**config.mk**
```make
export PLATFORM = sky130hd
export DESIGN_NAME = adc_frame_packer_flat
export DESIGN_NICKNAME = d
export VERILOG_FILES = /design/src/rtl/adc_frame_packer_pkg.sv /design/src/rtl/adc_frame_packer_if.sv /design/src/rtl/adc_frame_packer.sv /design/src/flat_wrapper.sv
export SDC_FILE = /design/constraint.sdc
export NUM_CORES = 1
export LEC_CHECK = 0
export CORE_MARGIN = 2
export CORE_UTILIZATION = 30
export CTS_BUF_LIST = sky130_fd_sc_hd__clkbuf_8
export CTS_CLUSTER_SIZE = 25
export DETAILED_ROUTE_END_ITERATION = 16
export DONT_BUFFER_PORTS = 1
export GPL_TIMING_DRIVEN = 0
export HOLD_SLACK_MARGIN = 0.02
export SYNTH_ARGS = -nofsm -noshare
export SYNTH_HDL_FRONTEND = slang
export SYNTH_SLANG_ARGS = --single-unit
export TNS_END_PERCENT = 10
```
**constraint.sdc**
```tcl
create_clock -name clk -period 2.9 [get_ports clk]
set_clock_uncertainty 0.15 [all_clocks]
set_input_delay 0.145 -clock clk [delete_from_list [all_inputs] [get_ports clk]]
set_output_delay 0.145 -clock clk [all_outputs]
set_load 0.005 [all_outputs]
```
**src/rtl/adc_frame_packer_pkg.sv**
```systemverilog
// Shared types and constants for the ADC frame packer: FSM states, header layout, pad word.
package adc_frame_packer_pkg;

    typedef enum logic [1:0] {
        S_IDLE,
        S_LO,
        S_HI,
        S_PAD
    } state_t;

    localparam logic [15:0] HDR_MAGIC_DEFAULT = 16'hA55A;
    localparam logic [31:0] PAD_WORD          = 32'hFFFF_FFFF;

    localparam int unsigned HDR_MAGIC_LSB = 16;
    localparam int unsigned HDR_SEQ_LSB   = 8;
    localparam int unsigned HDR_DROP_LSB  = 0;

    function automatic logic [31:0] make_header(input logic [15:0] magic,
                                                input logic [7:0]  seq,
                                                input logic [7:0]  drops);
        logic [31:0] hdr;
        hdr                       = '0;
        hdr[HDR_MAGIC_LSB +: 16]  = magic;
        hdr[HDR_SEQ_LSB   +: 8]   = seq;
        hdr[HDR_DROP_LSB  +: 8]   = drops;
        return hdr;
    endfunction

endpackage

```
**src/rtl/adc_frame_packer_if.sv**
```systemverilog
// Sample input and FIFO write-side bundle; master is the packer, slave the surrounding logic.
interface adc_frame_packer_if;

    logic        sample_valid;
    logic [15:0] sample_data;
    logic [7:0]  fifo_wr_count;
    logic        fifo_we;
    logic [31:0] fifo_data;

    modport master (
        input  sample_valid,
        input  sample_data,
        input  fifo_wr_count,
        output fifo_we,
        output fifo_data
    );

    modport slave (
        output sample_valid,
        output sample_data,
        output fifo_wr_count,
        input  fifo_we,
        input  fifo_data
    );

endinterface

```
**src/rtl/adc_frame_packer.sv**
```systemverilog
// Packs 16-bit samples two per word into fixed frames (header + data words) for the DDR input FIFO.
module adc_frame_packer
    import adc_frame_packer_pkg::*;
#(
    parameter int unsigned FRAME_WORDS = 10,
    parameter int unsigned FIFO_DEPTH  = 256,
    parameter logic [15:0] HDR_MAGIC   = HDR_MAGIC_DEFAULT
) (
    input  logic                clk,
    input  logic                reset_n,
    input  logic                enable,
    adc_frame_packer_if.master  bus,
    output logic [7:0]          frame_seq,
    output logic [15:0]         drop_total,
    output logic                busy
);

    localparam logic [5:0]  LAST_DATA = 6'(FRAME_WORDS - 1);
    localparam int unsigned ROOM_MAX  = FIFO_DEPTH - FRAME_WORDS - 2;

    state_t      state, state_nx;
    logic [5:0]  word_cnt, word_cnt_nx;
    logic [15:0] low_half, low_half_nx;
    logic [7:0]  drop_since_last, drop_since_last_nx;
    logic [7:0]  frame_seq_nx;
    logic [15:0] drop_total_nx;
    logic        we_q, we_nx;
    logic [31:0] data_q, data_nx;
    logic        room;
    logic        count_drop;

    assign room        = (32'(bus.fifo_wr_count) <= ROOM_MAX);
    assign busy        = (state != S_IDLE);
    assign bus.fifo_we   = we_q;
    assign bus.fifo_data = data_q;

    always_comb begin
        state_nx           = state;
        word_cnt_nx        = word_cnt;
        low_half_nx        = low_half;
        drop_since_last_nx = drop_since_last;
        frame_seq_nx       = frame_seq;
        drop_total_nx      = drop_total;
        we_nx              = 1'b0;
        data_nx            = data_q;
        count_drop         = 1'b0;

        case (state)
            S_IDLE: begin
                if (bus.sample_valid && enable) begin
                    if (room) begin
                        we_nx              = 1'b1;
                        data_nx            = make_header(HDR_MAGIC, frame_seq, drop_since_last);
                        drop_since_last_nx = '0;
                        low_half_nx        = bus.sample_data;
                        word_cnt_nx        = '0;
                        state_nx           = S_HI;
                    end else begin
                        count_drop = 1'b1;
                    end
                end
            end
            S_LO: begin
                if (bus.sample_valid) begin
                    low_half_nx = bus.sample_data;
                    state_nx    = S_HI;
                end else if (!enable) begin
                    state_nx = S_PAD;
                end
            end
            S_HI: begin
                // A missing high half on disable is filled with 16'hFFFF so the word still counts.
                if (bus.sample_valid || !enable) begin
                    we_nx       = 1'b1;
                    data_nx     = {(bus.sample_valid ? bus.sample_data : 16'hFFFF), low_half};
                    word_cnt_nx = word_cnt + 6'd1;
                    if (word_cnt_nx == LAST_DATA) begin
                        frame_seq_nx = frame_seq + 8'd1;
                        state_nx     = S_IDLE;
                    end else if (bus.sample_valid) begin
                        state_nx = S_LO;
                    end else begin
                        state_nx = S_PAD;
                    end
                end
            end
            S_PAD: begin
                we_nx       = 1'b1;
                data_nx     = PAD_WORD;
                word_cnt_nx = word_cnt + 6'd1;
                count_drop  = bus.sample_valid;
                if (word_cnt_nx == LAST_DATA) begin
                    frame_seq_nx = frame_seq + 8'd1;
                    state_nx     = S_IDLE;
                end
            end
            default: state_nx = S_IDLE;
        endcase

        if (count_drop) begin
            if (drop_since_last != '1) drop_since_last_nx = drop_since_last + 8'd1;
            if (drop_total != '1)      drop_total_nx      = drop_total + 16'd1;
        end
    end

    always_ff @(posedge clk or negedge reset_n) begin
        if (!reset_n) begin
            state           <= S_IDLE;
            word_cnt        <= '0;
            low_half        <= '0;
            drop_since_last <= '0;
            frame_seq       <= '0;
            drop_total      <= '0;
            we_q            <= 1'b0;
            data_q          <= '0;
        end else begin
            state           <= state_nx;
            word_cnt        <= word_cnt_nx;
            low_half        <= low_half_nx;
            drop_since_last <= drop_since_last_nx;
            frame_seq       <= frame_seq_nx;
            drop_total      <= drop_total_nx;
            we_q            <= we_nx;
            data_q          <= data_nx;
        end
    end

endmodule

```
**src/flat_wrapper.sv**
```systemverilog
// flat-port wrapper written by rule: the top's interface ports become plain ports
module adc_frame_packer_flat import adc_frame_packer_pkg::*;
#(
    parameter int unsigned FRAME_WORDS = 10,
    parameter int unsigned FIFO_DEPTH  = 256,
    parameter logic [15:0] HDR_MAGIC   = HDR_MAGIC_DEFAULT
)
  (clk, reset_n, enable, frame_seq, drop_total, busy, bus_sample_valid, bus_sample_data, bus_fifo_wr_count, bus_fifo_we, bus_fifo_data);
  adc_frame_packer_if bus_i ();
  input  logic clk;
  input  logic reset_n;
  input  logic enable;
  output logic [7:0] frame_seq;
  output logic [15:0] drop_total;
  output logic busy;
  input wire logic [$bits(bus_i.sample_valid)-1:0] bus_sample_valid;
  input wire logic [$bits(bus_i.sample_data)-1:0] bus_sample_data;
  input wire logic [$bits(bus_i.fifo_wr_count)-1:0] bus_fifo_wr_count;
  output wire logic [$bits(bus_i.fifo_we)-1:0] bus_fifo_we;
  output wire logic [$bits(bus_i.fifo_data)-1:0] bus_fifo_data;
  assign bus_i.sample_valid = bus_sample_valid;
  assign bus_i.sample_data = bus_sample_data;
  assign bus_i.fifo_wr_count = bus_fifo_wr_count;
  assign bus_fifo_we = bus_i.fifo_we;
  assign bus_fifo_data = bus_i.fifo_data;
  adc_frame_packer #(.FRAME_WORDS(FRAME_WORDS), .FIFO_DEPTH(FIFO_DEPTH), .HDR_MAGIC(HDR_MAGIC)) u_core (.clk(clk), .reset_n(reset_n), .enable(enable), .bus(bus_i), .frame_seq(frame_seq), .drop_total(drop_total), .busy(busy));
endmodule
```
==> summary.md <==
| Metric | Value |
|---|---|
| IO Pins | 86 |
| Hold WS | 52.8 ps |
| Max-slew violation count | 0 |
| Initial DRC Count | 223 |
| Max Cap Violations | 0 |
| Die area | 15,300 um2 |
| Vias | 3,328 |
| Count of input and output buffers | 0 |
| Post-route non-filler standard cell count | 646 |
| CP Max Fanout | 10 |
| Fin crit share | 91.8% |
| Initial antenna violation count | 0 |
| Post-synthesis compound-gate area fraction | 14.9% |
| Initial core utilization | 30.9% |
| Die width | 124 um |
| Worst Tran Pin Value | 600 ps |
| GR Layer Usage met3 | 5.13% |
| Crit path max-delay family | buffers and inverters |
| Post-route ant nets | 0 |
| EDFF count, synth | 0 |
| Worst path max stage delay | 460 ps |
| Cell variety after synth | 48 |
| First-pass GRT wire length | 17,600 um |
| Leading register cell type out of synthesis | dfrtp_1 |
| Clock slew at reported path FFs | 100 ps |
| Grt peak-use layer | met2 |
| Critical Path RT | 3040 ps |
| CTS tree | yes |
| Tmin final | 2660 ps |
| Async S/R FF share, synth | 100% |
| Final Wtd Congestion | 0.848 |
| Critical path launch point type | flop |
| Total power draw | 4.60 mW |
| GRT Total Usage | 15.1% |
| Synth Area in Adders | 2.61% |
| Htree depth | 3 |
| Fmax | 0.376 GHz |
| Rel. slew slack | 59.9% |
| Via/cell ratio | 5.15 |
| Drt wl/cell | 17.2 um |
| Syn_nets | 468 |
| CTS Buffer Depth | 2 |
| # DRC | 0 |
| DRT Pass-1 Iters | 4 |
| Crit end category | flop |
| Pwr per Cell Area | 930 nW/um2 |
| Largest net degree at the start of global routing | 90 |
| Post-CTS setup buffer count | 0 |
| Mux share of post-synthesis cell area | 5.22% |
| Cell chain of the critical path | inv_1, ha_1, clkbuf_1, nand2_1, nand2_1, a221o_1, clkbuf_1, clkbuf_1, nand2_1, o21ai_0 |
| Syn avg cell area | 10.0 um2 |
| Mapped cell area | 4310 um2 |
| Clock power frac | 18.7% |
| Overflow after GRT | 0 |
| Dpl hpwl | 7920 um |
| FF+latch count, synth | 89 |
| CP arrival | 2800 ps |
| Post-synthesis xor/xnor area fraction | 4.88% |
| Dpl ws | 308 ps |
| Internal cell power | 2.63 mW |
| Total Nets Final | 498 |
| Critical Setup Path Class | flop to flop |
| Layout cells sized above 1 | 9.66% |
| Sequential power share | 43.9% |
| Sequential area share after synthesis | 51.7% |
| Setup-failing EPs final | 0 |
| Cells after DPL | 611 |
| Reg2Reg Setup Slack | 240 ps |
| Switching Share | 42.8% |
| Synth warn | 0 |
| Slowest stage cell, crit path | clkbuf_1 |
| Maximum vdd drop | 0.309 mV |
| Pleak | 2.11 nW |
| Met2 usage | 23.7% |
| Main combinational cell family by area after synthesis | simple AND/OR/NAND/NOR gates |
| Status | finished, final reports clean |
| Vias in the first global route | 3,344 |
| Worst-Skew Late Latency | 390 ps |
| Total number of placement rows | 43 |
| Antenna fix cells | 0 |
| Comb power frac | 37.4% |
| CP Buf/Inv Count | 4 |
| RSZ-0062 raised after global routing | false |
| Core area | 13,900 um2 |
| Area grow syn2layout | 14.6% |
| Clock root buffer | clkbuf_8 |
| Setup TNS | 0 ps |
| Worst setup margin | 239 ps |
| Count of final hold-check violations | 0 |
| Clock sink total | 89 |
| NetSw | 1.97 mW |
| Die H | 124 um |
| Worst Hold Class | input port to flop |
| WL final | 11,100 um |
| Post-Synthesis Cells | 431 |
| TritonCTS buffer count | 9 |
| Met1 Usage GRT | 19.5% |
| Synth Area in Simple Gates | 18.0% |
-- worst min-delay path: cells and delay by family --
kind	cells	cell delay, ps
buffers and inverters	1	140
AO/OA/AOI/OAI	1	160
AND/OR/NAND/NOR	1	110
-- repair_timing --
action,4_1_cts,5_1_grt
hold buffers,19,0
hold endpoints to repair,123,0
gates resized for setup,0,0
-- cells by family (layout without fill, tap and decap cells) --
group,count (synthesis),in the layout
and+or+nand+nor,157,157
AOI/OAI and AO/OA,102,102
DFF,89,89
buffers and inverters,30,65
xor gates and xnor gates,24,24
muxes,20,20
adders and majority gates,9,9
-- metal layers --
metal | part of all wire, % | routed length, um
met1 | 44 | 4880
met2 | 48 | 5370
met3 | 6.0 | 670
met4 | 1.5 | 167
met5 | 0 | 0
-- final timing paths --
| check | depth (start not counted) | endpoint | from |
|---|---|---|---|
| min in group asynchronous | 2 | u_core.bus.fifo_data[27] | reset_n |
| max in group asynchronous | 2 | u_core.drop_total[2] | reset_n |
| worst max register to register | 10 | u_core.bus.fifo_data[17] | u_core.state[0] |
| worst max-delay path | 10 | u_core.bus.fifo_data[17] | u_core.state[0] |
| worst min-delay path | 3 | u_core.state[0] | bus_sample_valid |
| worst min register to register | 1 | u_core.low_half[0] | u_core.low_half[0] |
-- power groups by stage --
stage	registers [mW]	logic (mW)	clock network [mW]
floorplan	1.91	1.24	0
global placement	2.02	1.60	0
detailed placement	2.04	1.66	0
CTS	2.02	1.72	0.887
global route	2.07	1.93	0.937
finish	2.02	1.72	0.860
-- synth_stat cells, types with 7 or more instances --
library cell,instances,area [um2]
nand4_1,10,62.6
nor2_1,20,75.1
nand2_1,58,218
nor2b_1,15,93.8
and3_1,10,62.6
nand3_1,18,90.1
a211oi_1,16,120
xnor2_1,15,131
xor2_1,9,78.8
dfrtp_1,89,2230
mux2_2,19,214
a21oi_1,10,50.1
clkbuf_1,16,60.1
inv_1,9,33.8
ha_1,9,113
o21ai_0,54,270
and2_1,7,43.8
-- final cells by class --
type / instances / area [um2]
Clock inverter: 7 / 73.8
Fill cell: 1366 / 8990
Inverter: 10 / 37.5
Sequential cell: 89 / 2230
Buffer: 20 / 81.3
Timing Repair Buffer: 19 / 208
Multi-Input combinational cell: 312 / 1970
Clock buffer: 9 / 124
Tap cell: 180 / 225
-- stage by stage --
stage	util (%)	cell area (um2)
floorplan	-	4310
global placement	32.6	4540
detailed placement	32.6	4540
CTS	35.5	4940
global route	35.5	4940
finish	35.5	4940
-- cell usage in the layout (no fill, tap or decap), types with 2 or more instances in the layout --
cell | Yosys | layout
a2111o_1 | 2 | 2
xnor2_1 | 15 | 15
inv_8 | 0 | 3
nor3_1 | 2 | 2
and2_1 | 7 | 7
clkbuf_1 | 16 | 16
o21ai_0 | 54 | 54
buf_2 | 2 | 2
clkinvlp_4 | 0 | 2
o211ai_1 | 2 | 2
nor2_1 | 20 | 20
a21oi_1 | 10 | 10
a211oi_1 | 16 | 16
nand2b_1 | 5 | 5
dlygate4sd3_1 | 0 | 18
or3_1 | 3 | 3
inv_1 | 9 | 9
nand3_1 | 18 | 18
nand4_1 | 10 | 10
a22o_1 | 4 | 4
nand3b_1 | 2 | 2
a21o_1 | 2 | 2
mux2_2 | 19 | 19
xor2_1 | 9 | 9
nor2b_1 | 15 | 15
and3_1 | 10 | 10
nand2_1 | 58 | 58
dfrtp_1 | 89 | 89
clkbuf_8 | 0 | 9
ha_1 | 9 | 9
a221o_1 | 2 | 2
-- flip-flops by register name (all words and copies together) (netlist names) --
name                    count
u_core.bus.fifo_data       32
u_core.drop_total          16
u_core.low_half            16
u_core.drop_since_last      8
u_core.frame_seq            8
u_core.word_cnt             6
u_core.state                2
u_core.bus.fifo_we          1
Note: power is estimated with default switching activity, not from simulation.
